[src/rtl/cla_pkg.sv]
// Shared constants and helpers for the pipelined carry-lookahead add/sub unit.
// Latency: n/a (package only).
// Backpressure: n/a (package only).
package cla_pkg;

   localparam int CLA_WIDTH  = 32;
   localparam int CLA_STAGES = 2;
   localparam int CLA_GROUP  = 4;

   // Number of result bits each pipeline stage resolves.
   function automatic int slice_width(input int width, input int stages);
      return width / stages;
   endfunction

endpackage

[src/rtl/cla_slice.sv]
// Combinational SLICE-bit adder built from GROUP-bit lookahead blocks chained by group carry.
// Latency: 0 cycles (pure combinational).
// Backpressure: none; the enclosing pipeline stage register decides when the result is captured.
module cla_slice #(
   parameter int SLICE = 16,
   parameter int GROUP = 4
) (
   input  logic [SLICE-1:0] a,
   input  logic [SLICE-1:0] b,
   input  logic             cin,
   output logic [SLICE-1:0] sum,
   output logic             cout
);

   localparam int NGRP = SLICE / GROUP;

   logic [SLICE-1:0] gen;
   logic [SLICE-1:0] prop;

   assign gen  = a & b;
   assign prop = a ^ b;

   // Per group: flat two-level lookahead for each bit carry, then group G/P to feed the next group.
   always_comb begin
      logic cg;
      logic cbit;
      logic term;
      logic grp_g;
      logic grp_p;
      sum   = '0;
      cg    = cin;
      cbit  = 1'b0;
      term  = 1'b0;
      grp_g = 1'b0;
      grp_p = 1'b1;
      for (int k = 0; k < NGRP; k++) begin
         for (int j = 0; j < GROUP; j++) begin
            // carry into bit j = cg & p[0..j-1]  |  OR_i ( g[i] & p[i+1..j-1] )
            cbit = cg;
            for (int i = 0; i < j; i++) begin
               cbit = cbit & prop[k*GROUP+i];
            end
            for (int i = 0; i < j; i++) begin
               term = gen[k*GROUP+i];
               for (int m = i + 1; m < j; m++) begin
                  term = term & prop[k*GROUP+m];
               end
               cbit = cbit | term;
            end
            sum[k*GROUP+j] = prop[k*GROUP+j] ^ cbit;
         end
         grp_g = 1'b0;
         grp_p = 1'b1;
         for (int i = 0; i < GROUP; i++) begin
            grp_g = gen[k*GROUP+i] | (prop[k*GROUP+i] & grp_g);
            grp_p = grp_p & prop[k*GROUP+i];
         end
         cg = grp_g | (grp_p & cg);
      end
      cout = cg;
   end

endmodule

[src/rtl/pipelined_cla_addsub.sv]
// Pipelined add/sub: each stage resolves WIDTH/STAGES result bits, operands skewed forward; optional overflow via PIPELINED_CLA_OVF_EN.
// Latency: exactly STAGES cycles from input transfer to o_valid when not stalled.
// Backpressure: whole pipe advances on i_ready | ~o_valid; o_ready mirrors that enable, so a stalled full pipe holds everything.
module pipelined_cla_addsub
   import cla_pkg::*;
#(
   parameter int WIDTH  = CLA_WIDTH,
   parameter int STAGES = CLA_STAGES,
   parameter int GROUP  = CLA_GROUP
) (
   input  logic             i_clk,
   input  logic             i_rst,
   input  logic             i_valid,
   output logic             o_ready,
   input  logic [WIDTH-1:0] i_add1,
   input  logic [WIDTH-1:0] i_add2,
   input  logic             i_sub,
   input  logic             i_carry,
   output logic             o_valid,
   input  logic             i_ready,
   output logic [WIDTH:0]   o_result,
   output logic             o_overflow
);

   localparam int SL = slice_width(WIDTH, STAGES);

   // Reject illegal geometry at elaboration rather than building a wrong adder.
   if (WIDTH < 4 || WIDTH > 64 || STAGES < 1 || STAGES > 4 ||
       (WIDTH % STAGES) != 0 || (SL % GROUP) != 0) begin : g_bad_param
      $error("pipelined_cla_addsub: illegal WIDTH/STAGES/GROUP combination");
   end

   logic advance;

   for (genvar k = 0; k < STAGES; k++) begin : g_stage
      logic [WIDTH-1:0] a_in, b_in, s_in, s_nx;
      logic [WIDTH-1:0] a_q, b_q, s_q;
      logic             c_in, v_in, c_q, v_q;
      logic [SL-1:0]    sl_sum;
      logic             sl_cout;

      if (k == 0) begin : g_first
         // Subtraction folds into the adder as A + ~B + 1.
         assign a_in = i_add1;
         assign b_in = i_sub ? ~i_add2 : i_add2;
         assign c_in = i_sub | i_carry;
         assign s_in = '0;
         assign v_in = i_valid;
      end else begin : g_next
         assign a_in = g_stage[k-1].a_q;
         assign b_in = g_stage[k-1].b_q;
         assign c_in = g_stage[k-1].c_q;
         assign s_in = g_stage[k-1].s_q;
         assign v_in = g_stage[k-1].v_q;
      end

      cla_slice #(.SLICE(SL), .GROUP(GROUP)) u_slice (
         .a    (a_in[k*SL +: SL]),
         .b    (b_in[k*SL +: SL]),
         .cin  (c_in),
         .sum  (sl_sum),
         .cout (sl_cout)
      );

      // Splice this stage's resolved bits into the partial sum carried down the pipe.
      always_comb begin
         s_nx = s_in;
         s_nx[k*SL +: SL] = sl_sum;
      end

      // Stage register: cleared on reset, shifts only when the whole pipe advances.
      always_ff @(posedge i_clk) begin
         if (i_rst) begin
            v_q <= 1'b0;
            a_q <= '0;
            b_q <= '0;
            s_q <= '0;
            c_q <= 1'b0;
         end else if (advance) begin
            v_q <= v_in;
            a_q <= a_in;
            b_q <= b_in;
            s_q <= s_nx;
            c_q <= sl_cout;
         end
      end
   end

   assign o_valid  = g_stage[STAGES-1].v_q;
   assign advance  = i_ready | ~o_valid;
   assign o_ready  = advance;
   assign o_result = {g_stage[STAGES-1].c_q, g_stage[STAGES-1].s_q};

`ifdef PIPELINED_CLA_OVF_EN
   logic ovf_q;

   // Overflow is resolved alongside the top slice and captured with its result.
   always_ff @(posedge i_clk) begin
      if (i_rst) begin
         ovf_q <= 1'b0;
      end else if (advance) begin
         ovf_q <= (g_stage[STAGES-1].a_in[WIDTH-1] == g_stage[STAGES-1].b_in[WIDTH-1]) &
                  (g_stage[STAGES-1].s_nx[WIDTH-1] != g_stage[STAGES-1].a_in[WIDTH-1]);
      end
   end

   assign o_overflow = ovf_q;
`else
   assign o_overflow = 1'b0;
`endif

endmodule
[config.mk]
export PLATFORM = sky130hd
export DESIGN_NAME = pipelined_cla_addsub
export DESIGN_NICKNAME = d
export VERILOG_FILES = /design/src/rtl/cla_pkg.sv /design/src/rtl/cla_slice.sv /design/src/rtl/pipelined_cla_addsub.sv
export SDC_FILE = /design/constraint.sdc
export NUM_CORES = 1
export LEC_CHECK = 0
export CAP_MARGIN = 30
export CORE_AREA = 5 5 107 109
export DETAILED_ROUTE_END_ITERATION = 6
export DIE_AREA = 0 0 112 114
export HOLD_SLACK_MARGIN = 0.05
export PLACE_DENSITY_LB_ADDON = 0.1
export SLEW_MARGIN = 40
export SYNTH_ARGS = -nofsm -noshare
export SYNTH_HDL_FRONTEND = slang
export SYNTH_SLANG_ARGS = --single-unit
[constraint.sdc]
create_clock -name i_clk -period 4.1 [get_ports i_clk]
set_input_delay 0.82 -clock i_clk [delete_from_list [all_inputs] [get_ports i_clk]]
set_output_delay 0.82 -clock i_clk [all_outputs]
set_load 0.01 [all_outputs]
# Word level (Yosys, flattened, before mapping)
# Cells that the tools add are included.
[totals] reg_bits=116 out_inout_bits=36 in_bits=70 wordCells=225
[classes] mux=1 bitwise=216
[op_table] cell="1-bit AND" n=96
[op_table] cell="1-bit bitwise OR" n=82
[op_table] cell="16-bit AND" n=2
[op_table] cell="32-bit 2-to-1 mux" n=1
[op_table] cell="32-bit NOT" n=1
[op_table] cell="1-bit bitwise XOR" n=32
[op_table] cell="16-bit bitwise XOR" n=2
[op_table] cell="1-bit NOT" n=1

# Longest topological paths before layout
[depth] ltp_word=21 depth_mapped=16 ltp_nobuf=13

# Hierarchy
# From an unflattened synthesis, not the netlist that was laid out.
[unflattened] hier_cells=556 area_unflattened_um2=4718.3
[by_module_without_submodules] module="pipelined_cla_addsub" seq_area_each_um2=1681.6 area_each_um2=3343.2 cells_each=388 n_inst=1
[by_module_without_submodules] module="cla_slice (g_stage[0].u_slice)" seq_area_each_um2=0.0 area_each_um2=694.4 cells_each=86 n_inst=1
[by_module_without_submodules] module="cla_slice (g_stage[1].u_slice)" seq_area_each_um2=0.0 area_each_um2=680.7 cells_each=82 n_inst=1

# Worst setup path before layout
# Ideal clock, no wire load.
[synth_path] kind="input -> register" startpoint="input i_sub" endpoint="register g_stage[0].s_q[11]" path_buffers=3 required_time_ns=3.980 arrival_ns=3.413 stages=16 setup_time_ns=0.120 slack_ns=0.567 path_cell_list="buf_6 buf_2 buf_2 xor2_1 ha_1 a21oi_1 o21ai_2 a31oi_4 nor2_2 or2_1 ha_1 o21ai_0 nand2b_1 a21oi_1 xor2_1 o21ai_1"
[synth_via] elab_chain_len=18 word_cells_on_any_way=36 classes_between="mux (1); bitwise (35)"
[synth_rtl] item="start: declaration" line_no="pipelined_cla_addsub.sv:17" rtl="input logic i_sub,"
[synth_rtl] item="32-bit 2-to-1 mux" line_no="pipelined_cla_addsub.sv:45" rtl="assign b_in = i_sub ? ~i_add2 : i_add2;"
[synth_rtl] item="16-bit AND or 16-bit bitwise XOR (tied branches)" line_no="cla_slice.sv:20, cla_slice.sv:21"
[synth_rtl] item="1-bit AND" line_no="cla_slice.sv:55" rtl="grp_g = gen[k*GROUP+i] | (prop[k*GROUP+i] & grp_g);"
[synth_rtl] item="1-bit bitwise OR" line_no="cla_slice.sv:55"
[synth_rtl] item="1-bit AND" line_no="cla_slice.sv:55"
[synth_rtl] item="1-bit bitwise OR" line_no="cla_slice.sv:55"
[synth_rtl] item="1-bit AND" line_no="cla_slice.sv:55"
[synth_rtl] item="1-bit bitwise OR" line_no="cla_slice.sv:55"
[synth_rtl] item="1-bit bitwise OR" line_no="cla_slice.sv:58" rtl="cg = grp_g | (grp_p & cg);"
[synth_rtl] item="1-bit AND" line_no="cla_slice.sv:58"
[synth_rtl] item="1-bit bitwise OR" line_no="cla_slice.sv:58"
[synth_rtl] item="1-bit AND (3 in a row)" line_no="cla_slice.sv:41" rtl="cbit = cbit & prop[k*GROUP+i];"
[synth_rtl] item="1-bit bitwise OR (3 in a row)" line_no="cla_slice.sv:48" rtl="cbit = cbit | term;"
[synth_rtl] item="1-bit bitwise XOR (*)" line_no="cla_slice.sv:50" rtl="sum[k*GROUP+j] = prop[k*GROUP+j] ^ cbit;"
[synth_rtl] item="end signal: assignment" line_no="pipelined_cla_addsub.sv:83" rtl="s_q <= s_nx;"
[synth_rtl] item="end: declaration" line_no="pipelined_cla_addsub.sv:37" rtl="logic [WIDTH-1:0] a_q, b_q, s_q;"
# Mark *: on every way between the ends. The rest lies on a longest branch, timed or not.
# A chain may end at the register's enable or synchronous reset.

# Worst setup path after layout
[layout_path] startpoint="input i_add2[1]" endpoint="register g_stage[0].s_q[11]"
[layout_via] elab_chain_len=19 word_cells_on_any_way=24 classes_between="mux (1); bitwise (23)"
[layout_rtl] item="start: declaration" line_no="pipelined_cla_addsub.sv:16" rtl="input logic [WIDTH-1:0] i_add2,"
[layout_rtl] item="32-bit NOT" line_no="pipelined_cla_addsub.sv:45"
[layout_rtl] item="32-bit 2-to-1 mux (*)" line_no="pipelined_cla_addsub.sv:45"
[layout_rtl] item="16-bit bitwise XOR" line_no="cla_slice.sv:21" rtl="assign prop = a ^ b;"
[layout_rtl] item="1-bit AND" line_no="cla_slice.sv:55"
[layout_rtl] item="1-bit bitwise OR" line_no="cla_slice.sv:55"
[layout_rtl] item="1-bit AND" line_no="cla_slice.sv:55"
[layout_rtl] item="1-bit bitwise OR" line_no="cla_slice.sv:55"
[layout_rtl] item="1-bit AND" line_no="cla_slice.sv:55"
[layout_rtl] item="1-bit bitwise OR" line_no="cla_slice.sv:55"
[layout_rtl] item="1-bit bitwise OR (*)" line_no="cla_slice.sv:58"
[layout_rtl] item="1-bit AND (*)" line_no="cla_slice.sv:58"
[layout_rtl] item="1-bit bitwise OR (*)" line_no="cla_slice.sv:58"
[layout_rtl] item="1-bit AND (*) (3 in a row)" line_no="cla_slice.sv:41"
[layout_rtl] item="1-bit bitwise OR (*) (3 in a row)" line_no="cla_slice.sv:48"
[layout_rtl] item="1-bit bitwise XOR (*)" line_no="cla_slice.sv:50"
# Marks and branches as above.

==> Flow_metrics.wiki <==
{| class="wikitable"
! Metric !! Value
|-
| Setup slack on the worst flop-to-flop path || 1.59 ns
|-
| Routed Antenna Nets || 0
|-
| Hold Vio Cnt, Final || 0
|-
| Number of setup violations in the final report || 0
|-
| Total clock buffers created by CTS || 9
|-
| Crit-path max FO || 4
|-
| Die Y || 114 µm
|-
| Avg Synthesized Cell Area || 8.49 µm²
|-
| Area overhead of the layout relative to synthesis || 28.8%
|-
| Top-level port count || 106
|-
| Post-route DRC violation count || 0
|-
| Clk root buf || sky130_fd_sc_hd__clkbuf_8
|-
| Final sum of negative setup slack || 0 ns
|-
| Final period demand of the worst path || 3.26 ns
|-
| Number of levels the H-tree was split into || 3
|-
| Total track usage || 0.167
|-
| Number of warning messages in the yosys log || 0
|-
| Post-detailed-placement cell area || 0.00564 mm²
|-
| Maximum buffer depth of the clock tree || 2
|-
| End point of the worst hold path || g_stage[1].s_q[2]
|-
| Critical Path End Type || flop
|-
| Summed area of non-filler cells in the final layout || 0.00584 mm²
|-
| Startpoint type of the worst setup path || primary input
|-
| Lkg Pwr || 2.45 nW
|-
| Startpoint of the lowest-slack register-to-register path || g_stage[0].a_q[16]
|-
| Largest net degree at the start of global routing || 98
|-
| Hold-fix buffer count after cts || 0
|-
| Antenna violations before repair || 0
|-
| RD Place Congestion || 0.856
|-
| Pin slew with the least headroom to its limit || 0.711 ns
|-
| DRT iter0 DRCs || 150
|-
| Achievable Freq || 306 MHz
|-
| Outcome || finished, final reports clean
|-
| Die X || 112 µm
|-
| Number of pins exceeding their max-slew limit in the final report || 0
|-
| Total iterations of the first detailed-routing run || 4
|-
| Number of distinct standard cells referenced by the synthesized netlist || 44
|-
| Routed length per placed instance || 13.6 µm
|-
| Initial Utilization || 0.432
|-
| Detailed placer's ending HPWL || 7.43 mm
|-
| Vias after detailed routing || 3746
|-
| Area used by sequential logic in the layout || 0.00168 mm²
|-
| Vias in the first global route || 3672
|-
| Sum of overflow across all layers after global routing || 0
|-
| Cell count after synthesis || 534
|-
| Clock tree sinks || 84
|-
| Number of violations of the max-capacitance limit || 0
|-
| Register bit count reported by yosys || 84
|-
| WS Path Type || in -> reg
|-
| Min-delay src || g_stage[1].s_q[2]
|-
| Per-cell via count in the routed design || 4.89
|-
| Post-cts gate resize count || 0
|-
| Area used by multi-input combinational logic || 0.00266 mm²
|-
| Full die area || 0.0128 mm²
|-
| Buffer count from post-CTS setup fixing || 0
|-
| Areal power density over the cells || 369 mW/mm²
|-
| Drt total wl || 10.4 mm
|-
| Share of post-route cells with drive strength above 1 || 0.0511
|-
| Core area || 0.0105 mm²
|-
| WP data arrival || 3.50 ns
|-
| Worst hold-check path type || reg -> reg
|-
| Headroom to the max-slew limit || 0.526
|-
| Fin Clk Skew || 0.00760 ns
|-
| Antenna diodes || 0
|-
| Number of filler cells placed in the layout || 1032
|-
| Number of enable flip-flop cells after synthesis || 0
|-
| RSZ-0062 raised after global routing || no
|-
| Path depth of the worst reg2reg path || 12
|-
| Worst endpoint required time || 4.33 ns
|-
| Port buffer count || 104
|-
| Cell depth of the worst min-delay path || 2
|-
| Net count after synthesis || 652
|-
| CTS tree || yes
|-
| Cell Area, Synth || 0.00454 mm²
|-
| Async SR Flop Fraction || 0
|-
| Clock transition at the register clock pins on the worst setup and hold paths after CTS || 0.08 ns
|-
| Standard-cell row count || 38
|-
| FF-to-FF End || g_stage[1].s_q[31]
|-
| Portion of the post-synthesis area used by sequential elements || 0.371
|-
| NumNets Final || 739
|-
| Flip-flop cell with the highest count after synthesis || sky130_fd_sc_hd__dfxtp_1
|-
| Insertion delay of the later-clocked pin in the worst-skew pair || 0.35 ns
|-
| Worst supply voltage drop on vdd || 0.000200 V
|-
| Share of the clock period used by the worst path after layout || 0.796
|-
| Wire length of the first global-routing pass || 17.6 mm
|}
## worst max-delay path, cell delays in order
cell and delay (ns):
sky130_fd_sc_hd__clkdlybuf4s50_1 0.47, sky130_fd_sc_hd__xor2_1 0.15, sky130_fd_sc_hd__ha_1 0.29, sky130_fd_sc_hd__a21oi_1 0.19, sky130_fd_sc_hd__o21ai_2 0.10, sky130_fd_sc_hd__a31oi_4 0.27, sky130_fd_sc_hd__nor2_2 0.07, sky130_fd_sc_hd__or2_1 0.22
sky130_fd_sc_hd__ha_1 0.20, sky130_fd_sc_hd__o21ai_0 0.17, sky130_fd_sc_hd__nand2b_1 0.11, sky130_fd_sc_hd__a21oi_1 0.20, sky130_fd_sc_hd__xor2_1 0.17, sky130_fd_sc_hd__o21ai_1 0.08
## cell usage in the layout, fill, tap and decap left out, types with 10 or more instances in the layout
master / n
sky130_fd_sc_hd__a211oi_1: 25
sky130_fd_sc_hd__nor2_1: 32
sky130_fd_sc_hd__a21oi_1: 65
sky130_fd_sc_hd__o21ai_0: 13
sky130_fd_sc_hd__inv_1: 12
sky130_fd_sc_hd__xnor2_1: 24
sky130_fd_sc_hd__clkbuf_8: 10
sky130_fd_sc_hd__nand2_1: 105
sky130_fd_sc_hd__dfxtp_1: 84
sky130_fd_sc_hd__nand2b_1: 11
sky130_fd_sc_hd__ha_1: 40
sky130_fd_sc_hd__xor2_1: 31
sky130_fd_sc_hd__clkdlybuf4s50_1: 102
## how the worst max path moves through the flow
stage / slack [ns] / end / startpoint
2_1_floorplan: 0.57 / g_stage[0].s_q[11] / i_sub
3_3_place_gp: 0.62 / g_stage[0].s_q[11] / i_add2[1]
3_5_place_dp: 0.48 / g_stage[0].s_q[11] / i_add2[1]
4_1_cts: 0.85 / g_stage[0].s_q[11] / i_add2[1]
5_1_grt: 0.66 / g_stage[0].s_q[11] / i_add2[1]
6_report: 0.84 / g_stage[0].s_q[11] / i_add2[1]
## kinds of logic after synthesis
kind of cell | share of synthesized area
flip-flops | 0.371
adder cells (fa/ha/maj) | 0.146
other | 0.000827
AND/OR/NAND/NOR | 0.164
XOR/XNOR | 0.106
AO/OA/AOI/OAI | 0.168
buffers and inverters | 0.0441
## cells in the mapped netlist, types with 5 or more instances
cell type / instances / area share
sky130_fd_sc_hd__fa_1: 8 / 0.035
sky130_fd_sc_hd__nor2_1: 32 / 0.026
sky130_fd_sc_hd__ha_1: 40 / 0.11
sky130_fd_sc_hd__xor2_1: 31 / 0.060
sky130_fd_sc_hd__buf_1: 5 / 0.0041
sky130_fd_sc_hd__inv_1: 12 / 0.0099
sky130_fd_sc_hd__nand2b_1: 11 / 0.015
sky130_fd_sc_hd__buf_2: 7 / 0.0077
sky130_fd_sc_hd__o21ai_0: 13 / 0.014
sky130_fd_sc_hd__a21o_1: 5 / 0.0083
sky130_fd_sc_hd__nand3b_1: 8 / 0.013
sky130_fd_sc_hd__a211oi_1: 25 / 0.041
sky130_fd_sc_hd__xnor2_1: 24 / 0.046
sky130_fd_sc_hd__o21ai_1: 8 / 0.0088
sky130_fd_sc_hd__nand2_1: 105 / 0.087
sky130_fd_sc_hd__clkbuf_1: 17 / 0.014
sky130_fd_sc_hd__a21oi_1: 65 / 0.072
sky130_fd_sc_hd__dfxtp_1: 84 / 0.37
## power breakdown
group | switching (W) | leakage, nW | internal [W] | total [W]
Clock | 0.000309 | 0.0983 | 0.000297 | 0.000606
Sequential | 0.0000549 | 0.697 | 0.000912 | 0.000967
Combinational | 0.000282 | 1.66 | 0.000303 | 0.000585
## stage by stage
stage | utilization | setup WS (ns) | hold WS, ns | std cells | power [W]
floorplan | - | 0.567 | 0.432 | 534 | 0.00134
global placement | 0.536 | 0.620 | 0.439 | 750 | 0.00156
detailed placement | 0.537 | 0.485 | 0.444 | 750 | 0.00158
CTS | 0.556 | 0.852 | 0.456 | 766 | 0.00219
global route | 0.556 | 0.658 | 0.470 | 766 | 0.00230
finish | 0.556 | 0.835 | 0.453 | 766 | 0.00216
## registers in the layout, summed over array words and instances (netlist names)
name	flops
g_stage.s_q	48
g_stage.a_q	16
g_stage.b_q	16
g_stage.c_q	2
g_stage.v_q	1
o_valid	1
## routing by layer
layer | vias to the layer above | GRT usage | wire, µm
li1 | 1970 | - | -
met1 | 1693 | 0.230 | 5120
met2 | 73 | 0.263 | 4730
met3 | 10 | 0.0292 | 389
met4 | 0 | 0.0625 | 154
met5 | - | 0 | 0
## layout make-up
class                   instances  area share
clock buffers                  10      0.0236
clock inverters                 6      0.0109
inverters                      15     0.00964
flip-flops and latches         84       0.288
well taps                     140      0.0300
multi-input cells             403       0.455
repair buffers                108       0.183
Power figures use the tool's default switching activity.
